File: config.mk
export PLATFORM = sky130hd
export DESIGN_NAME = sar_adc_ctrl
export DESIGN_NICKNAME = d
export VERILOG_FILES = /design/src/rtl/sar_pkg.sv /design/src/rtl/sar_frame_timer.sv /design/src/rtl/sar_adc_ctrl.sv
export SDC_FILE = /design/constraint.sdc
export NUM_CORES = 1
export LEC_CHECK = 0
export ABC_AREA = 1
export CELL_PAD_IN_SITES_DETAIL_PLACEMENT = 0
export CELL_PAD_IN_SITES_GLOBAL_PLACEMENT = 1
export CORE_MARGIN = 2
export CORE_UTILIZATION = 41
export DETAILED_ROUTE_END_ITERATION = 10
export PLACE_DENSITY = 0.87
export SYNTH_ARGS = -nofsm -noshare
export SYNTH_HDL_FRONTEND = slang
export SYNTH_HIERARCHICAL = 1
export SYNTH_SLANG_ARGS = --single-unit
File: constraint.sdc
create_clock -name clk -period 2.4 [get_ports clk]
set_input_delay 0.24 -clock clk [delete_from_list [all_inputs] [get_ports clk]]
set_output_delay 0.24 -clock clk [all_outputs]
set_load 0.05 [all_outputs]
File: src/rtl/sar_pkg.sv
// rtl/sar_pkg.sv - shared state encoding and constants for the SAR ADC controller
package sar_pkg;
  localparam int SAR_WIDTH = 12;
  localparam logic [SAR_WIDTH-1:0] SAR_MIDSCALE = 12'h7FF;
  localparam int SAR_PERIOD = 32;
  localparam int SAR_TIMEOUT = 16;

  typedef enum logic [2:0] {
    ST_IDLE,
    ST_START,
    ST_CONVERT,
    ST_CAPTURE,
    ST_WAIT
  } sar_state_t;
endpackage

File: src/rtl/sar_frame_timer.sv
// rtl/sar_frame_timer.sv - free-running conversion frame counter with wrap pulse
module sar_frame_timer
  import sar_pkg::*;
#(
  parameter int PERIOD = SAR_PERIOD
) (
  input  logic clk,
  input  logic reset_n,
  input  logic en,
  input  logic clr,
  output logic wrap
);
  localparam int CW = $clog2(PERIOD);
  localparam logic [CW-1:0] LAST = CW'(PERIOD - 1);

  logic [CW-1:0] count;

  // wrap marks the edge on which the counter returns to zero
  assign wrap = en && !clr && (count == LAST);

  always_ff @(posedge clk or negedge reset_n) begin
    if (!reset_n) begin
      count <= '0;
    end else if (clr) begin
      count <= '0;
    end else if (en) begin
      count <= wrap ? '0 : count + CW'(1);
    end
  end
endmodule

File: src/rtl/sar_adc_ctrl.sv
// rtl/sar_adc_ctrl.sv - conversion sequencer, sample-and-hold and digital comparator
module sar_adc_ctrl
  import sar_pkg::*;
#(
  parameter int WIDTH   = SAR_WIDTH,
  parameter int PERIOD  = SAR_PERIOD,
  parameter int TIMEOUT = SAR_TIMEOUT
) (
  input  logic             clk,
  input  logic             reset_n,
  input  logic             enable,
  input  logic [WIDTH-1:0] vin,
  output logic             sar_s,
  output logic             sar_d,
  input  logic [WIDTH-1:0] sar_q,
  input  logic             sar_cc,
  output logic [WIDTH-1:0] sample,
  output logic             sample_valid,
  output logic             busy,
  output logic             error
);
  localparam int TW = $clog2(TIMEOUT);
  localparam logic [TW-1:0] TLAST = TW'(TIMEOUT - 1);

  sar_state_t       state, state_nx;
  logic [WIDTH-1:0] hold;
  logic [TW-1:0]    tcnt;
  logic             restart;
  logic             wrap;
  logic             timed_out;
  logic             in_idle;

  assign sar_d     = (hold >= sar_q);
  assign timed_out = (tcnt == TLAST);
  assign in_idle   = (state == ST_IDLE);

  sar_frame_timer #(.PERIOD(PERIOD)) u_timer (
    .clk     (clk),
    .reset_n (reset_n),
    .en      (enable),
    .clr     (in_idle),
    .wrap    (wrap)
  );

  always_comb begin
    state_nx = state;
    case (state)
      ST_IDLE:    if (enable) state_nx = ST_START;
      ST_START:   state_nx = ST_CONVERT;
      ST_CONVERT: begin
        if (!sar_cc)        state_nx = ST_CAPTURE;
        else if (timed_out) state_nx = ST_WAIT;
      end
      ST_CAPTURE: state_nx = enable ? ST_WAIT : ST_IDLE;
      ST_WAIT: begin
        if (!enable)   state_nx = ST_IDLE;
        else if (wrap) state_nx = ST_START;
      end
      default:    state_nx = ST_IDLE;
    endcase
  end

  // sar_s and busy are registered from the next state so only sar_d is combinational
  always_ff @(posedge clk or negedge reset_n) begin
    if (!reset_n) begin
      state        <= ST_IDLE;
      sar_s        <= 1'b0;
      busy         <= 1'b0;
      hold         <= '0;
      tcnt         <= '0;
      sample       <= '0;
      sample_valid <= 1'b0;
      error        <= 1'b0;
      restart      <= 1'b0;
    end else begin
      state        <= state_nx;
      sar_s        <= (state_nx == ST_CONVERT) || (state_nx == ST_CAPTURE) ||
                      (state_nx == ST_WAIT);
      busy         <= (state_nx == ST_START) || (state_nx == ST_CONVERT) ||
                      (state_nx == ST_CAPTURE);
      sample_valid <= 1'b0;
      case (state)
        ST_IDLE: restart <= 1'b1;
        ST_START: begin
          hold    <= vin;
          tcnt    <= '0;
          restart <= 1'b0;
          if (restart) error <= 1'b0;
        end
        ST_CONVERT: begin
          tcnt <= tcnt + TW'(1);
          if (!sar_cc) begin
            sample       <= sar_q;
            sample_valid <= 1'b1;
          end else if (timed_out) begin
            error <= 1'b1;
          end
        end
        default: ;
      endcase
    end
  end
endmodule

==> results.sh, run 1 <==
export IMPL_start_kind="input port"
export IMPL_netlist_area_um2=2140
export IMPL_syn_nets=276
export IMPL_grt_use_total_pct=14.3
export IMPL_final_nets=324
export IMPL_finalCriticalPeriod_ns=1.96
export IMPL_postCtsSetupBuffers=0
export IMPL_path_class="input port to output port"
export IMPL_path_max_fanout=3
export IMPL_cts_clk_slew_worst_paths_ns=0.08
export IMPL_yosysTopAreaCellShare_pct=47.9
export IMPL_clock_skew_ns=0.00854
export IMPL_relSlewSlack_pct=40.0
export IMPL_p_total_mw=3.54
export IMPL_tns_ns=0
export IMPL_pwr_share_seq_pct=34.1
export IMPL_final_hold_viol_count=0
export IMPL_drive_gt1_share_pct=14.9
export IMPL_grt_pass1_wl_um=6800
export IMPL_ff2ff_path_depth=11
export IMPL_ys_top_cells_by_area="dfrtp_1, nand2_1, ha_1"
export IMPL_n_fill_cell=498
export IMPL_grt_max_degree=42
export IMPL_hpwl_um=2860
export IMPL_overflow=0
export IMPL_status="finished, final reports clean"
export IMPL_final_common_cell="nand2_1"
export IMPL_pwr_share_comb_pct=53.1
export IMPL_ctsRootBufferMaster="clkbuf_8"
export IMPL_r2r_slack_ns=0.69
export IMPL_endpoint_kind="output port"
export IMPL_layout_common_cells="nand2_1, clkdlybuf4s50_1, dfrtp_1, inv_1, ha_1"
export IMPL_clockBufferDepth=2
export IMPL_slowest_stage="clkdlybuf4s50_1"
export IMPL_yosysTopAreaCell="dfrtp_1"
export IMPL_ctsHoldBuffers=0
export IMPL_yosysWarningCount=6
export IMPL_io_buffers=44
export IMPL_avgViaCountPerCell=4.51
export IMPL_worstSetupPathDepth=10
export IMPL_vias=1589
export IMPL_clock_latency_ns=0.29
export IMPL_path_delay_family="buffers and inverters"
export IMPL_num_rows=26
export IMPL_p_switching_mw=1.58
export IMPL_ys_seq_area_share_pct=47.9
export IMPL_leakage_nw=1.39
export IMPL_slowest_delay_ns=0.46
export IMPL_synth_cells=233
export IMPL_cp_common_cell="nand2_1"
export IMPL_period_share_pct=81.7
export IMPL_slew_viol_final=0
export IMPL_cts_tree="done"
export IMPL_areaGrowthSynthToFinish_pct=27.6
export IMPL_numClockSinks=41
export IMPL_vdd_ir_drop_worst_mv=0.716
export IMPL_finalSetupViolCount=0
export IMPL_worstHoldPathType="input port to asynchronous set/reset pin"
export IMPL_htree_levels=2
export IMPL_arrival_ns=1.72
export IMPL_fmax_mhz=510
export IMPL_p_clk_share_pct=12.8
export IMPL_start_util_pct=42.2
export IMPL_rsz0062_at_grt="no"
export IMPL_dpl_cell_area_um2=2640
export IMPL_cts_resized=0
export IMPL_drtAntennaViolNets=0
export IMPL_diodes=0
export IMPL_switching_share_pct=44.7
export IMPL_routed_wl_um=3760
export IMPL_drt_initial_drc_count=76
export IMPL_num_io_pins=45
export IMPL_grt_pass1_vias=1616
export IMPL_final_area_um2=2730
export IMPL_firstDrtPassIters=4
export IMPL_cts_buffers_inserted=5
export IMPL_internal_power_mw=1.96
export IMPL_die_w_um=76.3
export IMPL_dieHeight_um=76.3
export IMPL_yosys_cell_types_count=20
export IMPL_synth_seq_cells=41
export IMPL_tightest_slew_ns=0.899
export IMPL_cp_cell_sequence="clkdlybuf4s50_1 -> inv_1 -> ha_1 -> nand2_1 -> nand2_1 -> nand2_1 -> nand2_1 -> nand2_1 -> nand4_1 -> buf_12"
export IMPL_crit_required_ns=2.16
export IMPL_cap_violations=0
export IMPL_antenna_found_initial=0
export IMPL_core_area_um2=5070
export IMPL_avgSynthCellArea_um2=9.19
export IMPL_dieArea_um2=5820
export IMPL_gp_congestion=0.803
export IMPL_path_buf_inv=3
export IMPL_drc=0
export IMPL_wl_per_cell_um=10.7
export IMPL_powerDensity_nw_per_um2=1290
stage by stage:
stage,hold WS [ns],setup slack [ns],util (%),instances
after global routing,0.148,0.305,53.8,352
after floorplan,-0.0556,0.781,-,233
after CTS,0.0988,0.412,53.8,352
final,0.0694,0.439,53.8,352
after global placement,0.422,0.428,52.0,344
after detailed placement,0.426,0.431,52.0,344
metal layers:
layer  track usage, %  vias up  part of all wire, %
li1                 -      833                    -
met1             18.8      718                   48
met2             24.2       33                   47
met3             3.08        5                  4.2
met4             3.82        0                 0.88
met5                0        -                    0
sequential cells by signal, indices dropped and copies added, names as in the netlist:
signal and count:
state 3, restart 1, error 1, sample 12, u_timer/count 5, busy 1
hold 12, sar_s 1, tcnt 4, sample_valid 1
worst paths after layout:
check,from,endpoint
max in group asynchronous,reset_n,state[1]
setup reg to reg,u_timer/count[0],sar_s
hold / removal,reset_n,u_timer/count[0]
hold reg to reg,error,error
setup / recovery,sar_q[5],sar_d
min in group clk,error,error
synth_stat cells:
cell      n
nand3_1   9
nor2_2    5
nand2_1  66
mux2_4    6
o21ai_1   1
inv_1    34
mux2_2    5
nand2_2   1
xnor2_1   1
dfrtp_1  41
inv_2     1
a21oi_1   6
buf_6     3
nand2_4   2
o21ai_0   7
nor2_1   14
o21ai_2  11
nor2_4    1
ha_1     15
nand4_1   4
logic make-up after synthesis:
kind of cell    share of synthesized area [%]
simple gates                             20.6
flops                                    47.9
buf+inv                                  7.71
compound gates                           7.77
fa+ha+maj                                8.76
mux                                      6.83
xor+xnor                                0.409
area by class of cell:
class / instances / area (um2) / share of cell area [%]
inverter: 35 / 131 / 4.81
sequential: 41 / 1030 / 37.5
clock inverter: 3 / 22.5 / 0.824
multi-input combinational: 154 / 951 / 34.8
tap: 70 / 87.6 / 3.21
clock buffer: 5 / 68.8 / 2.52
timing repair buffer: 44 / 445 / 16.3
power groups by stage:
stage / clock (mW) / sequential, mW / combinational (mW)
floorplan: 0 / 1.59 / 0.994
global placement: 0 / 1.21 / 1.87
detailed placement: 0 / 1.22 / 1.90
CTS: 0.474 / 1.21 / 1.91
global route: 0.505 / 1.25 / 2.08
finish: 0.454 / 1.21 / 1.88
Power figures use the tool's default switching activity.
==> run 2: changes to the inputs <==
Settings changed: CORE_UTILIZATION 41 to 34, PLACE_DENSITY 0.87 to 0.78.
Clock period 2.4 ns to 1.7 ns, I/O delays scaled along.
==> results.sh, run 2 (synthesis results as in run 1) <==
export IMPL_holdWs_ns=0.238
export IMPL_preCtsSetupSlack_ns=-0.112
export IMPL_die_w_um=83.4
export IMPL_gp_congestion=0.782
export IMPL_path_buf_inv=2
export IMPL_path_class="flip-flop to output port"
export IMPL_final_hold_viol_count=0
export IMPL_diodes=0
export IMPL_dieHeight_um=83.4
export IMPL_crit_required_ns=1.53
export IMPL_p_total_mw=5.67
export IMPL_io_buffers=44
export IMPL_grt_pass1_wl_um=7290
export IMPL_cap_violations=0
export IMPL_finalCriticalPeriod_ns=1.79
export IMPL_relSlewSlack_pct=66.0
export IMPL_status="finished with violations"
export IMPL_violations="negative setup slack"
export IMPL_hpwl_um=3200
export IMPL_tightest_slew_ns=0.509
export IMPL_path_max_fanout=2
export IMPL_final_cell_count_no_fill=382
export IMPL_grt_use_total_pct=12.8
export IMPL_top_regs="hold: 12 flops, sample: 12 flops, u_timer/count: 5 flops"
export IMPL_layout_common_cells="nand2_1, dfrtp_1, clkdlybuf4s50_1, inv_1, buf_4"
export IMPL_num_io_pins=45
export IMPL_overflow=0
export IMPL_arrival_ns=1.62
export IMPL_numClockSinks=41
export IMPL_num_rows=28
export IMPL_start_kind="flip-flop"
export IMPL_clock_skew_ns=0.00439
export IMPL_core_area_um2=5990
export IMPL_wl_per_cell_um=11.5
export IMPL_grt_pass1_vias=1635
export IMPL_clock_latency_ns=0.29
export IMPL_routed_wl_um=4390
export IMPL_drtAntennaViolNets=0
export IMPL_period_share_pct=105
export IMPL_avgViaCountPerCell=4.43
export IMPL_finalSetupViolCount=1
export IMPL_slew_viol_final=0
export IMPL_endpoint_kind="output port"
export IMPL_start_util_pct=35.8
export IMPL_final_nets=349
export IMPL_grt_max_degree=17
export IMPL_drc=0
export IMPL_leakage_nw=1.56
export IMPL_cts_buffers_inserted=5
export IMPL_slowest_delay_ns=0.38
export IMPL_vias=1694
export IMPL_ctsRootBufferMaster="clkbuf_8"
export IMPL_slowest_stage="dfrtp_1"
export IMPL_antenna_found_initial=0
export IMPL_vdd_ir_drop_worst_mv=0.906
export IMPL_drive_gt1_share_pct=29.3
export IMPL_cp_cell_sequence="ha_1 -> nand2_2 -> inv_1 -> nand2_1 -> nor2_1 -> nand2_1 -> nand4_1 -> buf_12"
export IMPL_fmax_mhz=560
export IMPL_placedCellCount=365
export IMPL_worstHoldPathType="input port to flip-flop"
export IMPL_cts_clk_slew_worst_paths_ns=0.08
export IMPL_final_common_cell="nand2_1"
export IMPL_cts_tree="done"
export IMPL_htree_levels=2
export IMPL_path_delay_family="simple AND/OR/NAND/NOR gates"
export IMPL_n_fill_cell=554
export IMPL_firstDrtPassIters=4
export IMPL_powerDensity_nw_per_um2=1840
export IMPL_areaGrowthSynthToFinish_pct=44.1
export IMPL_fin_ws_ns=-0.0858
export IMPL_cp_common_cell="nand2_1"
export IMPL_rsz0062_at_grt="yes"
export IMPL_drt_initial_drc_count=65
export IMPL_clockBufferDepth=2
export IMPL_dieArea_um2=6950
## run 2: cell types whose count changed in the layout (fill, tap and decap cells not counted), sizes merged
cell           delta
buf              +28
clkdlybuf4s50     -6
clkinv            -2
dlygate4sd3       +1
dlymetal6s2s      +2
bufinv            +2
## run 2: cell type report
type,instances,area [um2],area share (%)
inverter,35,131,4.26
clock buffer,5,68.8,2.23
tap,75,93.8,3.04
timing repair buffer,69,643,20.8
sequential,41,1030,33.2
multi-input combinational,154,1060,34.3
clock inverter,3,65.1,2.11
## run 2: final timing paths
check                                       from         to  slack [ns]  cells past startpoint
worst max-delay path                     hold[8]      sar_d       -0.09                      8
worst min-delay path                    sar_q[2]  sample[2]        0.24                      4
worst max register to register  u_timer/count[0]      sar_s        0.14                     11
worst min register to register             error      error        0.49                      2
max in group asynchronous                reset_n   hold[11]        0.92                      3
min in group asynchronous                reset_n      error        0.28                      2
## run 2: report_power, final
part           leakage, nW  switching [mW]  internal, mW  total (mW)
clock network       0.0681           0.337         0.583       0.920
logic                0.984            1.71          1.32        3.03
registers            0.505           0.310          1.41        1.72
total                 1.56            2.36          3.31        5.67
## run 2: what timing repair did
| action | in CTS | in global routing |
|---|---|---|
| gates resized for setup | 6 | 17 |
| hold buffers | 1 | 0 |
| setup buffers | 0 | 8 |
| hold endpoints to repair | 10 | 0 |
| pin swaps | 4 | 14 |
| endpoints found under the setup margin | 1 | 4 |
## run 2: tightest hold or removal path: stages
cell and delay [ns]:
dlymetal6s2s_1 0.12, inv_2 0.05, buf_4 0.10, o21ai_2 0.05
## run 2: metal layers
metal	routed length, um	vias to the layer above	track usage, %
li1	-	881	-
met1	1920	785	15.4
met2	2310	26	22.7
met3	134	2	3.48
met4	19	0	3.13
met5	0	-	0
## run 2: through the flow
step           utilization [%]  TNS (ns)  cell area [um2]
2_1_floorplan                -         0             2140
3_3_place_gp              46.2    -0.110             2770
3_5_place_dp              46.2    -0.112             2770
4_1_cts                   49.5   -0.0935             2960
5_1_grt                   51.5    -0.223             3090
6_report                  51.5   -0.0858             3090
==> RTL edit (config.mk and constraints of run 2) <==
Encoding of `sar_state_t`: now one-hot (5 bits for 5 states).
--- a/src/rtl/sar_pkg.sv
+++ b/src/rtl/sar_pkg.sv
@@ -5,12 +5,12 @@
   localparam int SAR_PERIOD = 32;
   localparam int SAR_TIMEOUT = 16;
 
-  typedef enum logic [2:0] {
-    ST_IDLE,
-    ST_START,
-    ST_CONVERT,
-    ST_CAPTURE,
-    ST_WAIT
+  typedef enum logic [4:0] {
+    ST_IDLE    = 5'b00001,
+    ST_START   = 5'b00010,
+    ST_CONVERT = 5'b00100,
+    ST_CAPTURE = 5'b01000,
+    ST_WAIT    = 5'b10000
   } sar_state_t;
 endpackage
 
Behaviour: same outputs for any inputs over 10 cycles, from zero or initial values and one cycle with reset_n low; not proved beyond that.
==> RTL edit against run 2 <==
The run still ends with setup timing left; register-to-register slack worse by 0.08 ns; cell area shrank 0.77%; global-route usage is 1.8 points higher; die area grew 2.5%; routed wire length grew 5.8%; synthesized area grew 2.6%; synthesized cell count increased by 9.9%; sequential power shrank 2%; first-iteration DRC count fell by 15%; combinational power fell by 17%; sequential cell count grew 2; critical path depth up 1; setup slack got worse by 0.039 ns; power is 15% lower; critical path type is now in2out; critical endpoint unchanged; largest cell class is now flip-flops and latches; highest routed layer unchanged.
==> RTL edit: results (changes against run 2) <==
stage,metric,value,unit,change
timing,final setup vio count,1,,unchanged
placement,DP Worst Slack,-0.194,ns,-0.0826 ns
placement,gpl congestion,0.847,,+8.3%
final_layout,multi-input combinational area share,33.3,%,-0.96 points
final_layout,Reg area,0.00108,mm²,+5.0%
final_layout,Non-clk invs,33,,-5.7%
global_route,Global Route Usage Sum,14.6,%,+1.8 points
status,status,finished with violations,,
status,failing checks,setup timing,,
final_layout,# clk buffers,7,,+2
final_layout,clock network area share,2.66,%,-1.7 points
critical_path,slowest CP cell,clkdlybuf4s50_1,,
hold_path,Hold WC Path Type,in2async,,
critical_path,crit-path max FO,3,,+1
detailed_routing,starting DRC count in detailed routing,55,,-15%
placement,"Cell Area, Placed",0.00288,mm²,+3.9%
synthesis,Synth cell types,25,,+25%
timing,setup ws final,-0.125,ns,-0.0389 ns
power,PD cells,1570,mW/mm²,-14%
timing,Slew @ Worst Pin,0.506,ns,-0.00315 ns
final_layout,layout cell share with drive strength beyond 1,22.6,%,-6.7 points
timing,Clock Skews,0.00294,ns,-0.00144 ns
final_layout,fillcell total,624,,+13%
final_layout,multi-input gates,176,,+14%
synthesis,syn nets,299,,+8.3%
-- RTL edit: cells by family (layout without fill, tap and decap cells) --
| family | Yosys count | after routing | synth area share (%) |
|---|---|---|---|
| compound gates | 31 | 31 | 9.33 |
| xor+xnor | 2 | 2 | 0.797 |
| fa+ha+maj | 15 | 15 | 8.54 |
| buf+inv | 37 | 113 | 7.11 |
| flops | 43 | 43 | 49.0 |
| simple gates | 128 | 128 | 25.2 |
-- RTL edit: repair_timing --
item	CTS	global route
resized for setup	8	7
endpoints found under the setup margin	3	3
hold endpoints to repair	17	0
setup buffers	0	5
pin swaps	4	12
hold buffers	1	0
-- RTL edit: final timing paths --
path                             startpoint  endpoint  slack, ns  cells after the start
max                               sar_q[10]     sar_d      -0.12                      9
min                                 reset_n   hold[7]       0.35                      2
max reg2reg                u_timer/count[0]  state[1]       0.06                     11
min reg2reg                         hold[8]   hold[8]       0.48                      2
max in group asynchronous           reset_n   hold[4]       0.80                      3
min in group clk                     vin[9]   hold[9]       0.41                      3
-- RTL edit: per-layer routing --
metal  GRT usage (%)  part of all wire [%]  vias to the layer above
li1                -                     -                      957
met1            19.7                    50                      797
met2            23.2                    45                       26
met3            2.85                   3.3                        9
met4            6.06                   2.1                        0
met5               0                     0                        -
-- RTL edit: report_power, final --
group	internal, µW	switching (µW)	leakage [µW]
Sequential	1420	261	0.000547
Clock	288	326	0.0000422
Combinational	1010	1520	0.000951
-- RTL edit: metrics by stage --
stage	setup TNS (ns)	instances
6_report	-0.125	409
5_1_grt	-0.291	409
2_1_floorplan	0	256
4_1_cts	-0.140	404
3_5_place_dp	-0.194	395
3_3_place_gp	-0.159	395
